[src/rtl/axis_gen_pkg.sv]
// Shared definitions for the AXI-Stream frame generator: pattern modes,
// FSM states and the Galois LFSR step.
package axis_gen_pkg;

    localparam logic [1:0] MODE_RAMP_FRAME = 2'd0;
    localparam logic [1:0] MODE_CONST      = 2'd1;
    localparam logic [1:0] MODE_LFSR       = 2'd2;
    localparam logic [1:0] MODE_RAMP_CONT  = 2'd3;

    typedef enum logic [1:0] {
        ST_IDLE,
        ST_SEND,
        ST_GAP,
        ST_FIN
    } gen_state_t;

    localparam int          LFSR_W    = 32;
    // x^32 + x^22 + x^2 + x + 1 in right-shifting Galois form
    localparam logic [31:0] LFSR_POLY = 32'h8020_0003;

    function automatic logic [LFSR_W-1:0] lfsr_step(input logic [LFSR_W-1:0] s);
        return {1'b0, s[LFSR_W-1:1]} ^ (s[0] ? LFSR_POLY : '0);
    endfunction

endpackage

[src/rtl/axis_gen_lfsr.sv]
// 32-bit Galois LFSR; advances one step per cycle that step is high.
module axis_gen_lfsr
    import axis_gen_pkg::*;
#(
    parameter logic [31:0] SEED = 32'h1
) (
    input  logic              aclk,
    input  logic              areset,
    input  logic              step,
    output logic [LFSR_W-1:0] state
);

    logic [LFSR_W-1:0] r_state;

    always_ff @(posedge aclk or posedge areset) begin
        if (areset) begin
            r_state <= SEED;
        end else if (step) begin
            r_state <= lfsr_step(r_state);
        end
    end

    assign state = r_state;

endmodule

[src/rtl/axis_frame_generator.sv]
// Programmable AXI-Stream frame source: N frames of L beats with selectable
// data pattern, optional inter-frame gap, full backpressure and clean abort.
module axis_frame_generator
    import axis_gen_pkg::*;
#(
    parameter int          DATA_WIDTH  = 32,
    parameter int          LEN_WIDTH   = 16,
    parameter int          COUNT_WIDTH = 16,
    parameter logic [31:0] SEED        = 32'h1
) (
    input  logic                    aclk,
    input  logic                    areset,
    input  logic                    start,
    input  logic                    abort,
    input  logic [LEN_WIDTH-1:0]    frame_len,
    input  logic [COUNT_WIDTH-1:0]  frame_count,
    input  logic [1:0]              mode,
    input  logic [DATA_WIDTH-1:0]   pattern,
    input  logic [7:0]              gap_cycles,
    output logic                    m_axis_tvalid,
    output logic [DATA_WIDTH-1:0]   m_axis_tdata,
    output logic [DATA_WIDTH/8-1:0] m_axis_tstrb,
    output logic                    m_axis_tlast,
    input  logic                    m_axis_tready,
    output logic                    busy,
    output logic                    done,
    output logic [COUNT_WIDTH-1:0]  frames_sent,
    output logic [31:0]             beats_sent
);

    localparam int STRB_W = DATA_WIDTH / 8;

    gen_state_t             r_state, w_state_nxt;
    logic [LEN_WIDTH-1:0]   r_len_m1, r_idx, w_idx_inc;
    logic [COUNT_WIDTH-1:0] r_count, r_frames, w_frames_inc;
    logic [1:0]             r_mode;
    logic [DATA_WIDTH-1:0]  r_pattern, r_tdata;
    logic [7:0]             r_gap, r_gap_cnt;
    logic [31:0]            r_beats, w_beats_inc;
    logic [STRB_W-1:0]      r_tstrb;
    logic                   r_abort, r_tvalid, r_tlast, r_busy, r_done;
    logic [LFSR_W-1:0]      w_lfsr, w_lfsr_nxt;
    logic                   w_launch, w_empty, w_hs, w_last_hs, w_more;
    logic                   w_abort_pend, w_tvalid_nxt, w_lfsr_step;

    function automatic logic [DATA_WIDTH-1:0] sel_data(
        input logic [1:0]            sel,
        input logic [LEN_WIDTH-1:0]  idx,
        input logic [DATA_WIDTH-1:0] pat,
        input logic [LFSR_W-1:0]     lfsr,
        input logic [31:0]           beats
    );
        logic [DATA_WIDTH-1:0] v;
        v = '0;
        case (sel)
            MODE_RAMP_FRAME: v = DATA_WIDTH'(idx);
            MODE_CONST:      v = pat;
            MODE_LFSR: begin
                for (int k = 0; k < DATA_WIDTH; k++) v[k] = lfsr[k % LFSR_W];
            end
            default:         v = DATA_WIDTH'(beats);
        endcase
        return v;
    endfunction

    axis_gen_lfsr #(.SEED(SEED)) u_lfsr (
        .aclk   (aclk),
        .areset (areset),
        .step   (w_lfsr_step),
        .state  (w_lfsr)
    );

    assign w_hs         = r_tvalid & m_axis_tready;
    assign w_last_hs    = w_hs & r_tlast;
    assign w_abort_pend = r_abort | abort;
    assign w_frames_inc = r_frames + COUNT_WIDTH'(1);
    assign w_more       = w_frames_inc < r_count;
    assign w_idx_inc    = r_idx + LEN_WIDTH'(1);
    assign w_beats_inc  = r_beats + 32'd1;
    assign w_lfsr_nxt   = lfsr_step(w_lfsr);
    // A start coinciding with the done pulse must not relaunch
    assign w_launch     = (r_state == ST_IDLE) & start & ~r_done;
    assign w_empty      = (frame_len == '0) | (frame_count == '0);
    assign w_lfsr_step  = w_hs & (r_mode == MODE_LFSR);

    always_ff @(posedge aclk or posedge areset) begin
        if (areset) r_state <= ST_IDLE;
        else        r_state <= w_state_nxt;
    end

    always_comb begin
        w_state_nxt  = r_state;
        w_tvalid_nxt = r_tvalid;
        case (r_state)
            ST_IDLE: begin
                if (w_launch) begin
                    w_state_nxt  = w_empty ? ST_FIN : ST_SEND;
                    w_tvalid_nxt = ~w_empty;
                end
            end
            ST_SEND: begin
                if (w_last_hs) begin
                    if (w_more && !w_abort_pend) begin
                        if (r_gap != 8'd0) begin
                            w_state_nxt  = ST_GAP;
                            w_tvalid_nxt = 1'b0;
                        end
                    end else begin
                        w_state_nxt  = ST_FIN;
                        w_tvalid_nxt = 1'b0;
                    end
                end
            end
            ST_GAP: begin
                if (w_abort_pend) begin
                    w_state_nxt = ST_FIN;
                end else if (r_gap_cnt == 8'd1) begin
                    w_state_nxt  = ST_SEND;
                    w_tvalid_nxt = 1'b1;
                end
            end
            ST_FIN: begin
                w_state_nxt  = ST_IDLE;
                w_tvalid_nxt = 1'b0;
            end
            default: begin
                w_state_nxt  = ST_IDLE;
                w_tvalid_nxt = 1'b0;
            end
        endcase
    end

    // Run configuration: only meaningful once launched, so no reset
    always_ff @(posedge aclk) begin
        if (w_launch) begin
            r_len_m1  <= frame_len - LEN_WIDTH'(1);
            r_count   <= frame_count;
            r_mode    <= mode;
            r_pattern <= pattern;
            r_gap     <= gap_cycles;
        end
    end

    always_ff @(posedge aclk or posedge areset) begin
        if (areset) begin
            r_tvalid  <= 1'b0;
            r_tstrb   <= '0;
            r_tdata   <= '0;
            r_tlast   <= 1'b0;
            r_busy    <= 1'b0;
            r_done    <= 1'b0;
            r_frames  <= '0;
            r_beats   <= '0;
            r_idx     <= '0;
            r_abort   <= 1'b0;
            r_gap_cnt <= '0;
        end else begin
            r_tvalid <= w_tvalid_nxt;
            r_tstrb  <= {STRB_W{w_tvalid_nxt}};
            r_done   <= (r_state == ST_FIN);

            if (w_launch) begin
                r_busy   <= 1'b1;
                r_frames <= '0;
                r_beats  <= '0;
                r_idx    <= '0;
                r_abort  <= 1'b0;
                r_tlast  <= (frame_len == LEN_WIDTH'(1));
                r_tdata  <= sel_data(mode, '0, pattern, w_lfsr, 32'd0);
            end else if (r_state == ST_FIN) begin
                r_busy  <= 1'b0;
                r_abort <= 1'b0;
            end else begin
                if (abort && (r_state inside {ST_SEND, ST_GAP})) r_abort <= 1'b1;
                if (w_hs) begin
                    r_beats <= w_beats_inc;
                    if (r_tlast) begin
                        r_idx    <= '0;
                        r_frames <= w_frames_inc;
                        r_tlast  <= (r_len_m1 == '0);
                        r_tdata  <= sel_data(r_mode, '0, r_pattern, w_lfsr_nxt, w_beats_inc);
                    end else begin
                        r_idx    <= w_idx_inc;
                        r_tlast  <= (w_idx_inc == r_len_m1);
                        r_tdata  <= sel_data(r_mode, w_idx_inc, r_pattern, w_lfsr_nxt, w_beats_inc);
                    end
                end
            end

            // Gap counter is armed on every frame end and counts down only in GAP
            if (w_last_hs)              r_gap_cnt <= r_gap;
            else if (r_state == ST_GAP) r_gap_cnt <= r_gap_cnt - 8'd1;
        end
    end

    assign m_axis_tvalid = r_tvalid;
    assign m_axis_tdata  = r_tdata;
    assign m_axis_tstrb  = r_tstrb;
    assign m_axis_tlast  = r_tlast;
    assign busy          = r_busy;
    assign done          = r_done;
    assign frames_sent   = r_frames;
    assign beats_sent    = r_beats;

endmodule

[config.mk]
export PLATFORM = sky130hd
export DESIGN_NAME = axis_frame_generator
export DESIGN_NICKNAME = d
export VERILOG_FILES = /design/src/rtl/axis_gen_pkg.sv /design/src/rtl/axis_gen_lfsr.sv /design/src/rtl/axis_frame_generator.sv
export SDC_FILE = /design/constraint.sdc
export NUM_CORES = 1
export LEC_CHECK = 0
export ABC_AREA = 1
export CORE_MARGIN = 5
export CORE_UTILIZATION = 50
export DETAILED_ROUTE_END_ITERATION = 16
export MAX_ROUTING_LAYER = met4
export PLACE_DENSITY = 0.78
export SLEW_MARGIN = 25
export SYNTH_ARGS = -nofsm -noshare
export SYNTH_HDL_FRONTEND = slang
export SYNTH_HIERARCHICAL = 1
export SYNTH_SLANG_ARGS = --single-unit
[constraint.sdc]
create_clock -name aclk -period 4.65 [get_ports aclk]
set_clock_uncertainty 0.15 [all_clocks]
set_input_delay 1.395 -clock aclk [delete_from_list [all_inputs] [get_ports aclk]]
set_output_delay 1.395 -clock aclk [all_outputs]
set_load 0.01 [all_outputs]
==> Word level (Yosys, flattened, before mapping) <==
Cells that the tools add are included.
{ "word_totals": {"register_bits": 218, "in_bits": 79, "output_inout_bits": 88, "elab_cells": 112} }
{ "classes": {"addsub": 5, "magnitude_cmp": 1, "n_eq_ne": 15, "n_mux": 45, "bitwise_logic": 10, "n_reduce_logical": 18} }
{ "ops": {"columns": ["operator", "n"], "rows": [
  ["2-to-1 mux 32 bit", 8],
  ["case mux 32 bit (3 select lines)", 2],
  ["2-to-1 mux 16 bit", 8],
  ["case mux 32 bit (2 select lines)", 1],
  ["logical NOT 16 bit", 3],
  ["adder 16 x 1 -> 16 bit, second input constant", 2],
  ["adder 32 x 1 -> 32 bit, second input constant", 1],
  ["XOR 31 x 32 -> 32 bit", 1],
  ["equality test 16 x 1 -> 1 bit, second input constant", 1],
  ["equality test 16 bit", 1],
  ["< comparator 16 bit", 1],
  ["2-to-1 mux 8 bit", 2],
  ["subtractor 16 x 1 -> 16 bit, second input constant", 1],
  ["2-to-1 mux 1 bit", 15],
  ["2-to-1 mux 2 bit", 7],
  ["nonzero test 2 bit", 5],
  ["equality test 2 bit, second input constant", 4],
  ["equality test 8 x 1 -> 1 bit, second input constant", 1],
  ["case mux 2 bit (4 select lines)", 1],
  ["nonzero test 8 bit", 1],
  ["subtractor 8 x 1 -> 8 bit, second input constant", 1],
  ["equality test 2 x 1 -> 1 bit, second input constant", 3],
  ["!= test 2 bit, second input constant", 3],
  ["!= test 3 bit, second input constant", 2],
  ["other kinds (11)", 19]
]} }

==> Longest topological paths before layout <==
{ "logic_depth": {"ltp_word": 7, "mapped_depth": 21, "ltp_nobuf": 21} }

==> Hierarchy <==
The synthesis kept the hierarchy.
{ "by_module_without_submodules": {"columns": ["module", "n_inst", "cells_per_inst", "area_per_inst_um2", "seq_area_each_um2"], "rows": [
  ["axis_frame_generator", 1, 1327, 10721.5, 4999.8],
  ["axis_gen_lfsr", 1, 130, 1310.0, 802.0]
]} }

==> Worst setup path before layout <==
OpenSTA, ideal clock, no wires.
{ "synth_timing": {"path_type": "input to register", "startpoint": "in start", "endpoint": "reg r_idx[6]", "setup_time_ps": 134, "t_arrival_ps": 3629, "t_required_ps": 4366, "setup_slack_ps": 737, "stages": 9, "path_buffers": 2, "cell_sequence": "nand2_1 > nor2_4 > inv_2 > nand2_1 > nand2_2 > inv_2 > buf_2 > buf_2 > o22ai_1"} }
{ "synth_between": {"elab_chain_cells": 4, "elab_cells_between_ends": 6, "classes_between": "1 x eq/ne; 1 x mux; 2 x bitwise; 2 x reduce/logical"} }
{ "synth_lines": {"columns": ["element", "line_no", "source"], "rows": [
  ["from (decl)", "axis_frame_generator.sv:13", "input logic start,"],
  ["AND 1 bit (*) (2 in series)", "axis_frame_generator.sv:82", "assign w_launch = (r_state == ST_IDLE) & start & ~r_done;"],
  ["net w_launch", "axis_frame_generator.sv:43", "logic w_launch, w_empty, w_hs, w_last_hs, w_more;"],
  ["!= test 2 bit (no source line) or nonzero test 2 bit (tied branches)", null, null],
  ["AND reduction 2 bit (no source line)", null, null],
  ["to (signal assigned)", "axis_frame_generator.sv:183", "r_idx <= w_idx_inc;"],
  ["to (decl)", "axis_frame_generator.sv:34", "logic [LEN_WIDTH-1:0] r_len_m1, r_idx, w_idx_inc;"]
]} }
Mark *: on every way through the listed nets, which the timed path passes. The rest lies on a longest branch.
A chain may end at the register's enable or synchronous reset.

==> Worst setup path in the final report <==
{ "layout_timing": {"startpoint": "reg r_beats[2] (netlist: beats_sent[2])", "endpoint": "out beats_sent[2]"} }
{ "layout_rtl": {"columns": ["element", "line_no", "source"], "rows": [
  ["from (decl)", "axis_frame_generator.sv:39", "logic [31:0] r_beats, w_beats_inc;"],
  ["from (signal assigned)", "axis_frame_generator.sv:176", "r_beats <= w_beats_inc;"],
  ["to (decl)", "axis_frame_generator.sv:28", "output logic [31:0] beats_sent"]
]} }
No word-level cell between the ends.

==> flow_metrics.py <==
metrics = {
    "final_layout": {
        "drive_above_1_share": 0.0740,
        "nNetsFinal": 1725,
        "instances_no_fill": 1954,
        "most-common-layout-cells": "nand2_1, inv_1, clkdlybuf4s50_1",
        "final_cell_area_mm2": 0.0149,
        "layout.area.seq_mm2": 0.00580,
        "diodes": 0,
        "synthToLayoutAreaGrowth_pct": 23.9,
        "mostFrequentLayoutCell": "nand2_1",
        "multi_input_area_mm2": 0.00528,
        "n_fill_cell": 2000,
    },
    "run_status": {
        "status": "completed",
    },
    "synthesis": {
        "synthSimpleGateAreaFrac": 0.242,
        "synth_compound_area_frac": 0.134,
        "yosys_most_used_dff": "dfrtp_1",
        "synth_fa_ha_area_frac": 0.0302,
        "ys.warnings.count": 6,
        "synth_seq_cells": 217,
        "synthesis.area_mm2": 0.0120,
        "synth_cells": 1457,
        "syn_avg_cell_area_um2": 8.26,
        "synth_edf_count": 74,
        "ys_async_sr_fraction": 0.659,
        "ys_types": 50,
        "synth-xor-area-share": 0.0328,
        "synth_mux_area_frac": 0,
        "ys_seq_area_frac": 0.482,
        "synth_top_family_by_area": "simple AND/OR/NAND/NOR gates",
        "syn-num-nets": 1565,
    },
    "timing": {
        "period_needed_ns": 3.20,
        "relSlewSlack": 0.352,
        "worstMarginPinSlew_ns": 0.971,
        "rsz0062_at_grt": "no",
        "setup_ws_ns": 1.45,
        "finalHoldViolCount": 0,
        "max_freq_mhz": 312,
        "drv_slew": 0,
        "setup_tns_ns": 0,
        "setup_violations": 0,
        "fin_crit_sh": 0.689,
        "holdWs_ns": 0.341,
    },
    "global_route": {
        "antenna_found_initial": 0,
        "gr-total-overflow": 0,
        "grt_max_degree": 54,
        "grt_usage": 0.265,
        "grtUsageMet2": 0.423,
        "grt_pass1_vias": 10700,
        "grt_pass1_wl_mm": 56.1,
        "grt.met3_usage": 0.0452,
        "use_met1": 0.355,
        "busiest_layer": "met2",
    },
    "cts": {
        "htreeDepth": 1,
        "clock-sinks": 217,
        "holdBufCountCts": 0,
        "cts_buffers": 24,
        "clk_pin_slew_ns": 0.06,
        "cts-root-buf": "clkbuf_16",
        "cts_max_path_buffers": 3,
        "clkLatencyLatePin_ns": 0.52,
        "cts_setup_buffers": 0,
        "cts_tree": "done",
        "cts.repair.resized": 0,
    },
    "floorplanning": {
        "std_cell_rows": 56,
        "start_util": 0.510,
        "die_x_um": 165,
        "ioPinCount": 167,
        "dieArea_mm2": 0.0273,
        "die_h_um": 165,
        "core_region_area_mm2": 0.0236,
    },
    "power": {
        "power.switching_uw": 2640,
        "pwr-share-seq": 0.390,
        "clkPwrFrac": 0.295,
        "p_per_area_mw_per_mm2": 501,
        "internal_power_uw": 4840,
        "sw_frac_of_total": 0.353,
        "power.leakage_uw": 0.00640,
        "p_comb_frac": 0.315,
        "ir_drop_mv": 0.275,
    },
    "drt": {
        "drtAntennaViolNets": 0,
        "first_iter_violations": 1231,
        "wire_per_inst_um": 18.2,
        "vias": 11000,
        "drt_pass1_iterations": 6,
        "viasPerCell": 5.62,
        "wirelength_mm": 35.7,
        "drc": 0,
    },
    "critical_path": {
        "crit_type": "register to output port",
        "critPathBufInv": 1,
        "cp_slowest_stage_delay_ns": 0.61,
        "crit_family": "buffers and inverters",
        "end_kind": "output port",
        "cp_max_fo": 6,
        "worstPathRequired_ns": 3.11,
        "worst_ep_arrival_time_ns": 1.66,
        "crit_chain": "clkdlybuf4s50_1",
        "slowest_stage": "clkdlybuf4s50_1",
        "cp-start-kind": "register",
    },
    "place": {
        "post_dp_cell_area_mm2": 0.0140,
        "routabilityCongestion": 0.943,
        "port_buffers": 166,
        "placed_cells": 1910,
        "dp_hpwl_mm": 25.8,
        "pre_cts_ws_ns": 0.982,
    },
    "flow_run": {
        "maxCapViolCount": 0,
    },
    "min_path": {
        "holdCritPathClass": "register to register",
    },
}
## synth_stat cells, types with 2 or more instances
library cell	count	area [µm²]
nor2_1	129	484
clkbuf_1	18	67.6
a22o_1	19	166
buf_2	16	80.1
nor4_1	12	75.1
a221oi_1	3	26.3
nor2_2	11	68.8
o21bai_1	2	15.0
a32o_1	3	30.0
edfxtp_1	74	2220
ha_1	29	363
a21oi_1	85	425
nand4_1	29	181
nor3_2	3	30.0
buf_4	6	45.0
o22ai_1	35	219
inv_1	174	653
nand3_2	2	20.0
dfrtp_1	142	3550
o21ai_0	83	415
nand2_1	370	1390
nor2_4	5	56.3
xnor2_1	4	35.0
xor2_1	41	359
nor3_1	15	75.1
o221ai_1	5	43.8
o21ai_2	14	123
inv_2	8	30.0
or2_2	4	25.0
buf_6	6	67.6
o211ai_1	8	60.1
nand3_1	71	355
o21ai_1	5	25.0
nand3b_1	3	22.5
nand2_2	5	31.3
o2111ai_1	4	35.0
## through the flow
stage | util | power, µW
2_1_floorplan | - | 4260
3_3_place_gp | 0.592 | 5180
3_5_place_dp | 0.592 | 5250
4_1_cts | 0.631 | 7470
5_1_grt | 0.631 | 7880
6_report | 0.631 | 7480
## path summary, 6_finish.rpt
kind,from,endpoint,slack (ns),cells past startpoint
hold / removal,busy,busy,0.34,2
min in group asynchronous,areset,u_lfsr/state[17],1.21,3
setup reg to reg,frames_sent[0],r_state[1],1.46,19
setup / recovery,beats_sent[2],beats_sent[2],1.45,1
max in group asynchronous,areset,r_gap_cnt[3],2.34,3
hold reg to reg,busy,busy,0.34,2
## power groups by stage
stage | clock network [µW] | registers, µW | logic [µW]
finish | 2200 | 2920 | 2360
global route | 2310 | 2960 | 2600
CTS | 2220 | 2900 | 2350
detailed placement | 0 | 2930 | 2320
global placement | 0 | 2920 | 2260
floorplan | 0 | 2860 | 1400
## cell type report
class	instances	share of cell area
repair buffers	181	0.122
well taps	319	0.0268
clock inverters	16	0.0176
inverters	184	0.0467
flip-flops and latches	217	0.389
clock buffers	28	0.0441
multi-input cells	1009	0.354
## flip-flops by register name, summed over array words and instances, names as in the netlist, 2 cells and up
name,cells
beats_sent,32
frames_sent,16
m_axis_tdata,32
r_count,16
r_gap,8
r_gap_cnt,8
r_idx,16
r_len_m1,16
r_mode,2
r_pattern,32
r_state,2
u_lfsr/state,32
## worst reg2reg max path, stage by stage, from the launching register on
cell,delay [ns]
dfrtp_1,0.47
ha_1,0.23
nand3_1,0.13
nor3_2,0.14
nand2_1,0.13
nor2_2,0.12
nand4_1,0.16
nor2_1,0.17
xor2_1,0.24
inv_1,0.08
ha_1,0.30
nand3_1,0.07
nor3_1,0.17
nand2_1,0.10
nand3_1,0.09
nand2_1,0.08
inv_1,0.10
nand2_1,0.08
nand2_1,0.06
nand2_1,0.05
## metal layers
metal,vias up,share of wire
met5,-,0
met3,68,0.088
met4,0,0.025
met2,530,0.47
met1,5198,0.41
li1,5182,-
## kinds of logic (layout without fill, tap and decap cells)
kind of cell	count (synthesis)	after routing
AND/OR/NAND/NOR	666	666
AO/OA/AOI/OAI	269	269
buffers and inverters	231	409
flip-flops	217	217
XOR/XNOR	45	45
adder cells (fa/ha/maj)	29	29
(Power assumes the default switching activity.)
